[src/rtl/uart_pkg.sv]
// Shared types and helpers for the UART TX arbiter slice.
package uart_pkg;

   localparam int unsigned UART_DATA_W = 8;

   typedef enum logic [1:0] {
      IDLE,
      SEND,
      WAIT_ACK,
      WAIT_DONE
   } arb_state_e;

   // Width of a requester index; never narrower than one bit.
   function automatic int unsigned grant_w(input int unsigned n);
      return (n > 2) ? $clog2(n) : 1;
   endfunction

endpackage

[src/rtl/rr_picker.sv]
// Combinational round-robin picker: first set request above the pointer, wrapping.
module rr_picker
   import uart_pkg::*;
#(
   parameter int unsigned NUM_REQ = 4
) (
   input  logic [NUM_REQ-1:0]          req_i,
   input  logic [grant_w(NUM_REQ)-1:0] ptr_i,
   output logic [grant_w(NUM_REQ)-1:0] winner_o,
   output logic                        any_req_o
);

   localparam int unsigned GW = grant_w(NUM_REQ);

   // Walk from the farthest slot back to ptr+1 so the nearest hit is written last.
   always_comb begin
      winner_o = '0;
      for (int off = int'(NUM_REQ); off >= 1; off--) begin
         if (req_i[(int'(ptr_i) + off) % int'(NUM_REQ)]) begin
            winner_o = GW'((int'(ptr_i) + off) % int'(NUM_REQ));
         end
      end
   end

   assign any_req_o = |req_i;

endmodule

[src/rtl/uart_tx_arbiter.sv]
// Round-robin, burst-locking arbiter sharing one UART transmitter between NUM_REQ byte sources.
// Optional statistics outputs (tx_count, rotate_forced) under UART_TX_ARBITER_STATS_EN.
module uart_tx_arbiter
   import uart_pkg::*;
#(
   parameter int unsigned NUM_REQ   = 4,
   parameter int unsigned MAX_BURST = 16
) (
   input  logic                           clk,
   input  logic                           reset,
   input  logic [NUM_REQ-1:0]             req_valid,
   input  logic [UART_DATA_W*NUM_REQ-1:0] req_data,
   input  logic [NUM_REQ-1:0]             req_last,
   output logic [NUM_REQ-1:0]             req_ready,
   output logic [UART_DATA_W-1:0]         tx_data,
   output logic                           tx_start,
   input  logic                           tx_busy,
   output logic [grant_w(NUM_REQ)-1:0]    grant_id,
   output logic                           grant_active
`ifdef UART_TX_ARBITER_STATS_EN
   ,
   output logic [15:0]                    tx_count,
   output logic                           rotate_forced
`endif
);

   localparam int unsigned GW      = grant_w(NUM_REQ);
   localparam int unsigned BURST_W = 8;

   arb_state_e             state_q, state_d;
   logic [GW-1:0]          grant_q, grant_d;
   logic [GW-1:0]          ptr_q, ptr_d;
   logic                   active_q, active_d;
   logic [BURST_W-1:0]     burst_q, burst_d;
   logic                   last_q, last_d;
   logic [UART_DATA_W-1:0] tx_data_q, tx_data_d;
   logic                   tx_start_q, tx_start_d;
   logic                   rel;

   logic [GW-1:0]          pick_id;
   logic                   pick_any;
   logic                   own_valid;
   logic                   own_last;
   logic [UART_DATA_W-1:0] own_data;
   logic                   burst_done;

   rr_picker #(
      .NUM_REQ (NUM_REQ)
   ) u_picker (
      .req_i     (req_valid),
      .ptr_i     (ptr_q),
      .winner_o  (pick_id),
      .any_req_o (pick_any)
   );

   // Select the current owner's request lane.
   always_comb begin
      own_valid = 1'b0;
      own_last  = 1'b0;
      own_data  = '0;
      for (int i = 0; i < int'(NUM_REQ); i++) begin
         if (grant_q == GW'(i)) begin
            own_valid = req_valid[i];
            own_last  = req_last[i];
            own_data  = req_data[UART_DATA_W*i +: UART_DATA_W];
         end
      end
   end

   assign burst_done = (burst_q == BURST_W'(MAX_BURST));

   always_comb begin
      state_d    = state_q;
      grant_d    = grant_q;
      ptr_d      = ptr_q;
      active_d   = active_q;
      burst_d    = burst_q;
      last_d     = last_q;
      tx_data_d  = tx_data_q;
      tx_start_d = 1'b0;
      req_ready  = '0;
      rel        = 1'b0;

      case (state_q)
         IDLE: begin
            if (pick_any) begin
               grant_d  = pick_id;
               active_d = 1'b1;
               burst_d  = '0;
               state_d  = SEND;
            end
         end
         SEND: begin
            if (!own_valid) begin
               rel = 1'b1;
            end else if (!tx_busy) begin
               req_ready  = NUM_REQ'(1) << grant_q;
               tx_data_d  = own_data;
               tx_start_d = 1'b1;
               last_d     = own_last;
               burst_d    = burst_q + 8'd1;
               state_d    = WAIT_ACK;
            end
         end
         WAIT_ACK: begin
            if (tx_busy) begin
               state_d = WAIT_DONE;
            end
         end
         WAIT_DONE: begin
            if (!tx_busy) begin
               if (last_q || burst_done) begin
                  rel = 1'b1;
               end else begin
                  state_d = SEND;
               end
            end
         end
         default: state_d = IDLE;
      endcase

      // Releasing owner becomes the pointer, giving it lowest priority next round.
      if (rel) begin
         ptr_d    = grant_q;
         active_d = 1'b0;
         state_d  = IDLE;
      end
   end

   always_ff @(posedge clk) begin
      if (reset) begin
         state_q    <= IDLE;
         grant_q    <= '0;
         ptr_q      <= GW'(NUM_REQ - 1);
         active_q   <= 1'b0;
         burst_q    <= '0;
         last_q     <= 1'b0;
         tx_data_q  <= '0;
         tx_start_q <= 1'b0;
      end else begin
         state_q    <= state_d;
         grant_q    <= grant_d;
         ptr_q      <= ptr_d;
         active_q   <= active_d;
         burst_q    <= burst_d;
         last_q     <= last_d;
         tx_data_q  <= tx_data_d;
         tx_start_q <= tx_start_d;
      end
   end

   assign tx_data      = tx_data_q;
   assign tx_start     = tx_start_q;
   assign grant_id     = grant_q;
   assign grant_active = active_q;

`ifdef UART_TX_ARBITER_STATS_EN
   logic [15:0] tx_count_q;
   logic        rotate_q;
   logic        forced_c;

   // A forced rotation is a release taken only because the burst limit was hit.
   assign forced_c = (state_q == WAIT_DONE) && !tx_busy && !last_q && burst_done;

   always_ff @(posedge clk) begin
      if (reset) begin
         tx_count_q <= '0;
         rotate_q   <= 1'b0;
      end else begin
         if (tx_start_d) begin
            tx_count_q <= tx_count_q + 16'd1;
         end
         rotate_q <= forced_c;
      end
   end

   assign tx_count      = tx_count_q;
   assign rotate_forced = rotate_q;
`endif

endmodule

[config.mk]
export PLATFORM = sky130hd
export DESIGN_NAME = uart_tx_arbiter
export DESIGN_NICKNAME = d
export VERILOG_FILES = /design/src/rtl/uart_pkg.sv /design/src/rtl/rr_picker.sv /design/src/rtl/uart_tx_arbiter.sv
export SDC_FILE = /design/constraint.sdc
export NUM_CORES = 1
export LEC_CHECK = 0
export ABC_AREA = 1
export ABC_CLOCK_PERIOD_IN_PS = 3200
export CORE_ASPECT_RATIO = 1.75
export CORE_MARGIN = 2
export CORE_UTILIZATION = 30
export CTS_BUF_LIST = sky130_fd_sc_hd__clkbuf_16
export DETAILED_ROUTE_END_ITERATION = 7
export GPL_TIMING_DRIVEN = 1
export PLACE_DENSITY_LB_ADDON = 0.2
export SLEW_MARGIN = 20
export SYNTH_ARGS = -nofsm -noshare
export SYNTH_HDL_FRONTEND = slang
export SYNTH_HIERARCHICAL = 1
export SYNTH_SLANG_ARGS = --single-unit
[constraint.sdc]
create_clock -name clk -period 3.2 [get_ports clk]
set_input_delay 0.64 -clock clk [delete_from_list [all_inputs] [get_ports clk]]
set_output_delay 0.64 -clock clk [all_outputs]
set_load 0.05 [all_outputs]
# Word-level counts from Yosys, hierarchy flattened
# Index checks and enable logic that the tools add are counted.
[word_totals]
regBits = 25
in_bits = 43
output_inout_bits = 16
word_cells = 100
[classes]
add_sub_neg = 5
n_lt_le_gt_ge = 4
eq_ne = 13
shifts = 1
muxes = 47
bitwise = 7
reduce_logical = 15
[ops]
columns = ["cell", "n"]
rows = [
  ["2-to-1 mux 8 bit", 7],
  ["2-to-1 mux 1 bit", 20],
  ["2-to-1 mux 2 bit", 10],
  ["less-than comparator 3 x 4 -> 1 bit (second input constant)", 4],
  ["one-hot mux 8 bit (2 select lines)", 1],
  ["2-to-1 mux 4 bit", 3],
  ["!= test 2 bit (second input constant)", 6],
  ["OR reduction 2 bit", 5],
  ["adder 8 x 1 -> 8 bit (second input constant)", 1],
  ["binary-select mux 1 bit (select 2 bit)", 4],
  ["equality test 2 bit (second input constant)", 4],
  ["equality test 8 x 5 -> 1 bit (second input constant)", 1],
  ["one-hot mux 2 bit (4 select lines)", 1],
  ["AND reduction 6 bit", 1],
  ["adder 2 x 1 -> 2 bit (second input constant)", 2],
  ["adder 2 bit (second input constant)", 2],
  ["AND 1 bit (first input constant)", 4],
  ["equality test 2 x 1 -> 1 bit (second input constant)", 2],
  ["zero test 2 bit", 2],
  ["AND reduction 4 bit", 1],
  ["OR reduction 4 bit", 1],
  ["left shift 1 x 2 -> 4 bit (first input constant)", 1],
  ["NOT 1 bit", 3],
  ["AND reduction 3 bit", 1],
  ["other kinds (5)", 5],
]

# Longest topological paths before layout
[logic_depth]
ltp_word = 10
ltp_mapped = 13
ltp_nobuf = 12

# Modules after synthesis
# Netlist, hierarchy kept.
[modules_own_cells]
columns = ["module", "n_inst", "cells_per_inst", "area_per_inst_um2", "seq_area_each_um2"]
rows = [
  ["uart_tx_arbiter", 1, 240, 1619.1, 500.5],
  ["rr_picker", 1, 51, 266.5, 0.0],
]

# Least setup slack after synthesis
# No wires, ideal clock.
[synth_timing]
path_type = "register -> output"
startpoint = "reg grant_q[0] (netlist: grant_id[0])"
endpoint = "out req_ready[3]"
arrival_ns = 2.226
t_required_ns = 2.560
path_slack_ns = 0.334
stages_incl_launch_ff = 6
path_buffers = 1
cell_sequence = "dfxtp_1 -> buf_4 -> nand2_1 -> inv_2 -> nand2_4 -> nor3_1"
[synth_via]
elab_chain_cells = 7
elab_cells_between_ends = 12
cone_classes = "eq/ne (3); shift (1); mux (7); reduce/logical (1)"
[synth_lines]
columns = ["item", "line", "rtl"]
rows = [
  ["start, declared", "uart_tx_arbiter.sv:31", "logic [GW-1:0] grant_q, grant_d;"],
  ["start signal, assigned", "uart_tx_arbiter.sv:142", "grant_q <= grant_d;"],
  ["zero test 2 bit", "uart_tx_arbiter.sv:62", "if (grant_q == GW'(i)) begin"],
  ["2-to-1 mux 1 bit (4 in series)", "uart_tx_arbiter.sv:62", ""],
  ["2-to-1 mux 4 bit *", "uart_tx_arbiter.sv:94", "if (!own_valid) begin"],
  ["2-to-1 mux 4 bit *", "uart_tx_arbiter.sv:84", "case (state_q)"],
  ["end, declared", "uart_tx_arbiter.sv:14", "output logic [NUM_REQ-1:0] req_ready,"],
]
# Every way passes the cells marked *; elsewhere a longest branch is shown, timed or not.

# Worst setup path after layout
[layout_timing]
startpoint = "in req_valid[1]"
endpoint = "out req_ready[0]"
[layout_via]
elab_chain_cells = 5
[layout_lines]
columns = ["item", "line", "rtl"]
rows = [
  ["start, declared", "uart_tx_arbiter.sv:11", "input logic [NUM_REQ-1:0] req_valid,"],
  ["2-to-1 mux 1 bit (3 in series)", "uart_tx_arbiter.sv:62", ""],
  ["2-to-1 mux 4 bit", "uart_tx_arbiter.sv:94", ""],
  ["2-to-1 mux 4 bit", "uart_tx_arbiter.sv:84", ""],
]
# Every way passes these cells.

==> metrics.txt <==
CTS root buffer=clkbuf_16; slowest CP cell=clkdlybuf4s50_1; utilization after layout=0.4280; critical-path cell list=clkdlybuf4s50_1 -> nand3_1 -> nand2_2 -> nor2_4 -> nand2_4 -> nand3_4 -> nor3_2 -> buf_12; clock sinks=25; detailed-route wire length=5186 um; minimum clock period=2768 ps; CTS clk-pin slew, worst paths=60 ps; max_slew headroom=0.6186; Synth Area in Compound Gates=0.07830; commonest non-fill, non-tap cell in the layout=nand2_1; number of synthesized register bits=25; gpl congestion=between 0.8 and 0.9; multiplexer area fraction after synthesis=0; pins over their slew limit=0; CP Max Fanout=13; DRC=0; final setup vio count=0; Layout Cell Area excl Fill=around 0.0026 mm^2; Tcrit/Tclk final=0.8649; die area=~0.007 mm^2; GRT Util Overall=0.1568; Port Buf Inserts=58; setup_tns=0 ps; Hold Buf Count CTS=0; Post-DP Area=0.002545 mm^2; Gate power share=0.576; Final Hold Violating Endpoints=0; CP endpoint kind=primary output; area grow syn2layout=39.22%; post_cts resized=0; HP Class=reg2reg; largest family of logic cells by synthesized area=simple AND/OR/NAND/NOR gates; Psw=0.8362 mW; Die X=63.93 um; I/O pins=59; routed len/inst=between 10 and 15 um; total core area=0.006133 mm^2; Chip Height=108.9 um; worst slew pin tran=570.3 ps; Starting Density=0.3074; hold_ws=468.2 ps; 1st-iter DRT viols=58; RSZ-0062 raised after global routing=false; Cells after Synth=291; clock power share=0.167; CP Class=in2out; fmax=361.3 MHz; global route overflow=0; CTS Buffer Depth=2; most frequent cells in the layout=105 x nand2_1, 54 x clkdlybuf4s50_1, 27 x inv_1, 25 x dfxtp_1, 24 x nand3_1; syn nets=340; skew final=4.654 ps; H-tree depth=1; Vias=about 2000; CTS tree=built; FILL cells=648; Synth Warn #=6; Critical Path RT=2560 ps; Pwr Density=roughly 650 mW/mm^2; DRT antenna net count=0; largest net degree at the start of global routing=15; internal power=between 0.8 and 0.9 mW; critical path launch point type=input port; Worst VDD drop=0.3419 mV; Synth Area in XOR/XNOR=0.009290; Detail Placement HPWL=4201 um; Sw Ratio=0.4881; Post-CTS Setup Bufs=0; CP max stage delay=520 ps; first-pass GRT wire length=approximately 8600 um; synthesized cell area=0.001886 mm^2; register area share after synthesis=0.2654; Seq pwr share=0.257; Final Power=1.713 mW; fin nets=roughly 400; static leakage=roughly 1.2 nW; first drt pass iteration count=4; via/cell ratio=4.621; site row count=38; Worst-Skew Late Latency=between 200 and 300 ps; count of different cell masters after synthesis=32; Syn Area/Cell=6.480 um^2; Post-Synth Simple-Gate Area=0.5070; share of cells above drive strength 1=0.1264; vias in the first global route=2009; Worst EP arrival=2130 ps; TritonCTS buffer count=3; status=complete, no violations; antenna diode count=0; initial antenna violation count=0; Post-Synth Adder-Cell Area=0.03981; max-cap violations=0
-- cell usage after synthesis (all sizes together) --
| library cell | number | area share |
|---|---|---|
| nand3b | 1 | 0.0040 |
| nor3 | 3 | 0.011 |
| o21ai | 10 | 0.033 |
| ha | 6 | 0.040 |
| nand4 | 15 | 0.050 |
| o21a | 1 | 0.0040 |
| nor2 | 28 | 0.080 |
| clkbuf | 2 | 0.011 |
| inv | 32 | 0.066 |
| o21bai | 1 | 0.0040 |
| buf | 4 | 0.019 |
| dfxtp | 25 | 0.27 |
| xor2 | 2 | 0.0093 |
| a21oi | 12 | 0.038 |
| nand3 | 27 | 0.088 |
| clkinv | 2 | 0.0040 |
| nand2 | 120 | 0.27 |
-- final timing paths --
path | cells past startpoint | to | slack [ps] | startpoint
max | 8 | req_ready[0] | 430 | req_valid[1]
min | 2 | tx_data[2]$_SDFFE_PP0P_ | 470 | tx_data[2]$_SDFFE_PP0P_
max reg2reg | 7 | burst_q[5]$_SDFFE_PP0P_ | 1140 | state_q[1]$_SDFFE_PP0P_
min reg2reg | 2 | tx_data[2]$_SDFFE_PP0P_ | 470 | tx_data[2]$_SDFFE_PP0P_
-- cells by family (layout without fill, tap and decap cells) --
| kind of cell | count (synthesis) | after routing |
|---|---|---|
| compound gates | 24 | 24 |
| simple gates | 194 | 194 |
| flops | 25 | 25 |
| xor+xnor | 2 | 2 |
| fa+ha+maj | 6 | 6 |
| buf+inv | 40 | 97 |
-- registers in the layout (all words and copies together), names as in the netlist --
signal and count:
burst_q 8, tx_data 8, grant_id 2, ptr_q 2
state_q 2, grant_active 1, last_q 1, tx_start 1
-- power by group through the flow --
stage | combinational (mW) | clock [mW] | sequential, mW
floorplan | 0.692 | 0 | 0.503
global placement | 0.991 | 0 | 0.451
detailed placement | 0.995 | 0 | 0.450
CTS | 0.999 | 0.291 | 0.443
global route | 1.10 | 0.305 | 0.454
finish | 0.987 | 0.286 | 0.440
-- worst max-delay path, delay by kind of cell --
| family | cells | cell delay (ps) |
|---|---|---|
| simple gates | 6 | 770 |
| buf+inv | 2 | 690 |
-- through the flow --
stage	setup WS, ps	instances
after floorplan	333.8	291
after global placement	439.4	424
after detailed placement	421.7	424
after CTS	405.6	428
after global routing	284.9	428
final	432.3	428
-- final cells by class --
type | count | area (um^2) | area share
repair buffers | 59 | 615.6 | 0.2345
inverters | 34 | 132.6 | 0.05052
flip-flops and latches | 25 | 500.5 | 0.1907
well taps | 80 | 100.1 | 0.03813
clock inverters | 1 | 5.005 | 0.001907
multi-input cells | 226 | 1196 | 0.4557
clock buffers | 3 | 75.07 | 0.02860
-- metal layers --
layer  GRT usage  vias to the layer above  part of all wire
li1            -                     1045                 -
met3     0.01651                       15             0.033
met5           0                        -                 0
met1      0.1497                      872              0.38
met4      0.1025                        0             0.048
met2      0.3073                       46              0.54
Note: power is estimated with default switching activity, not from simulation.
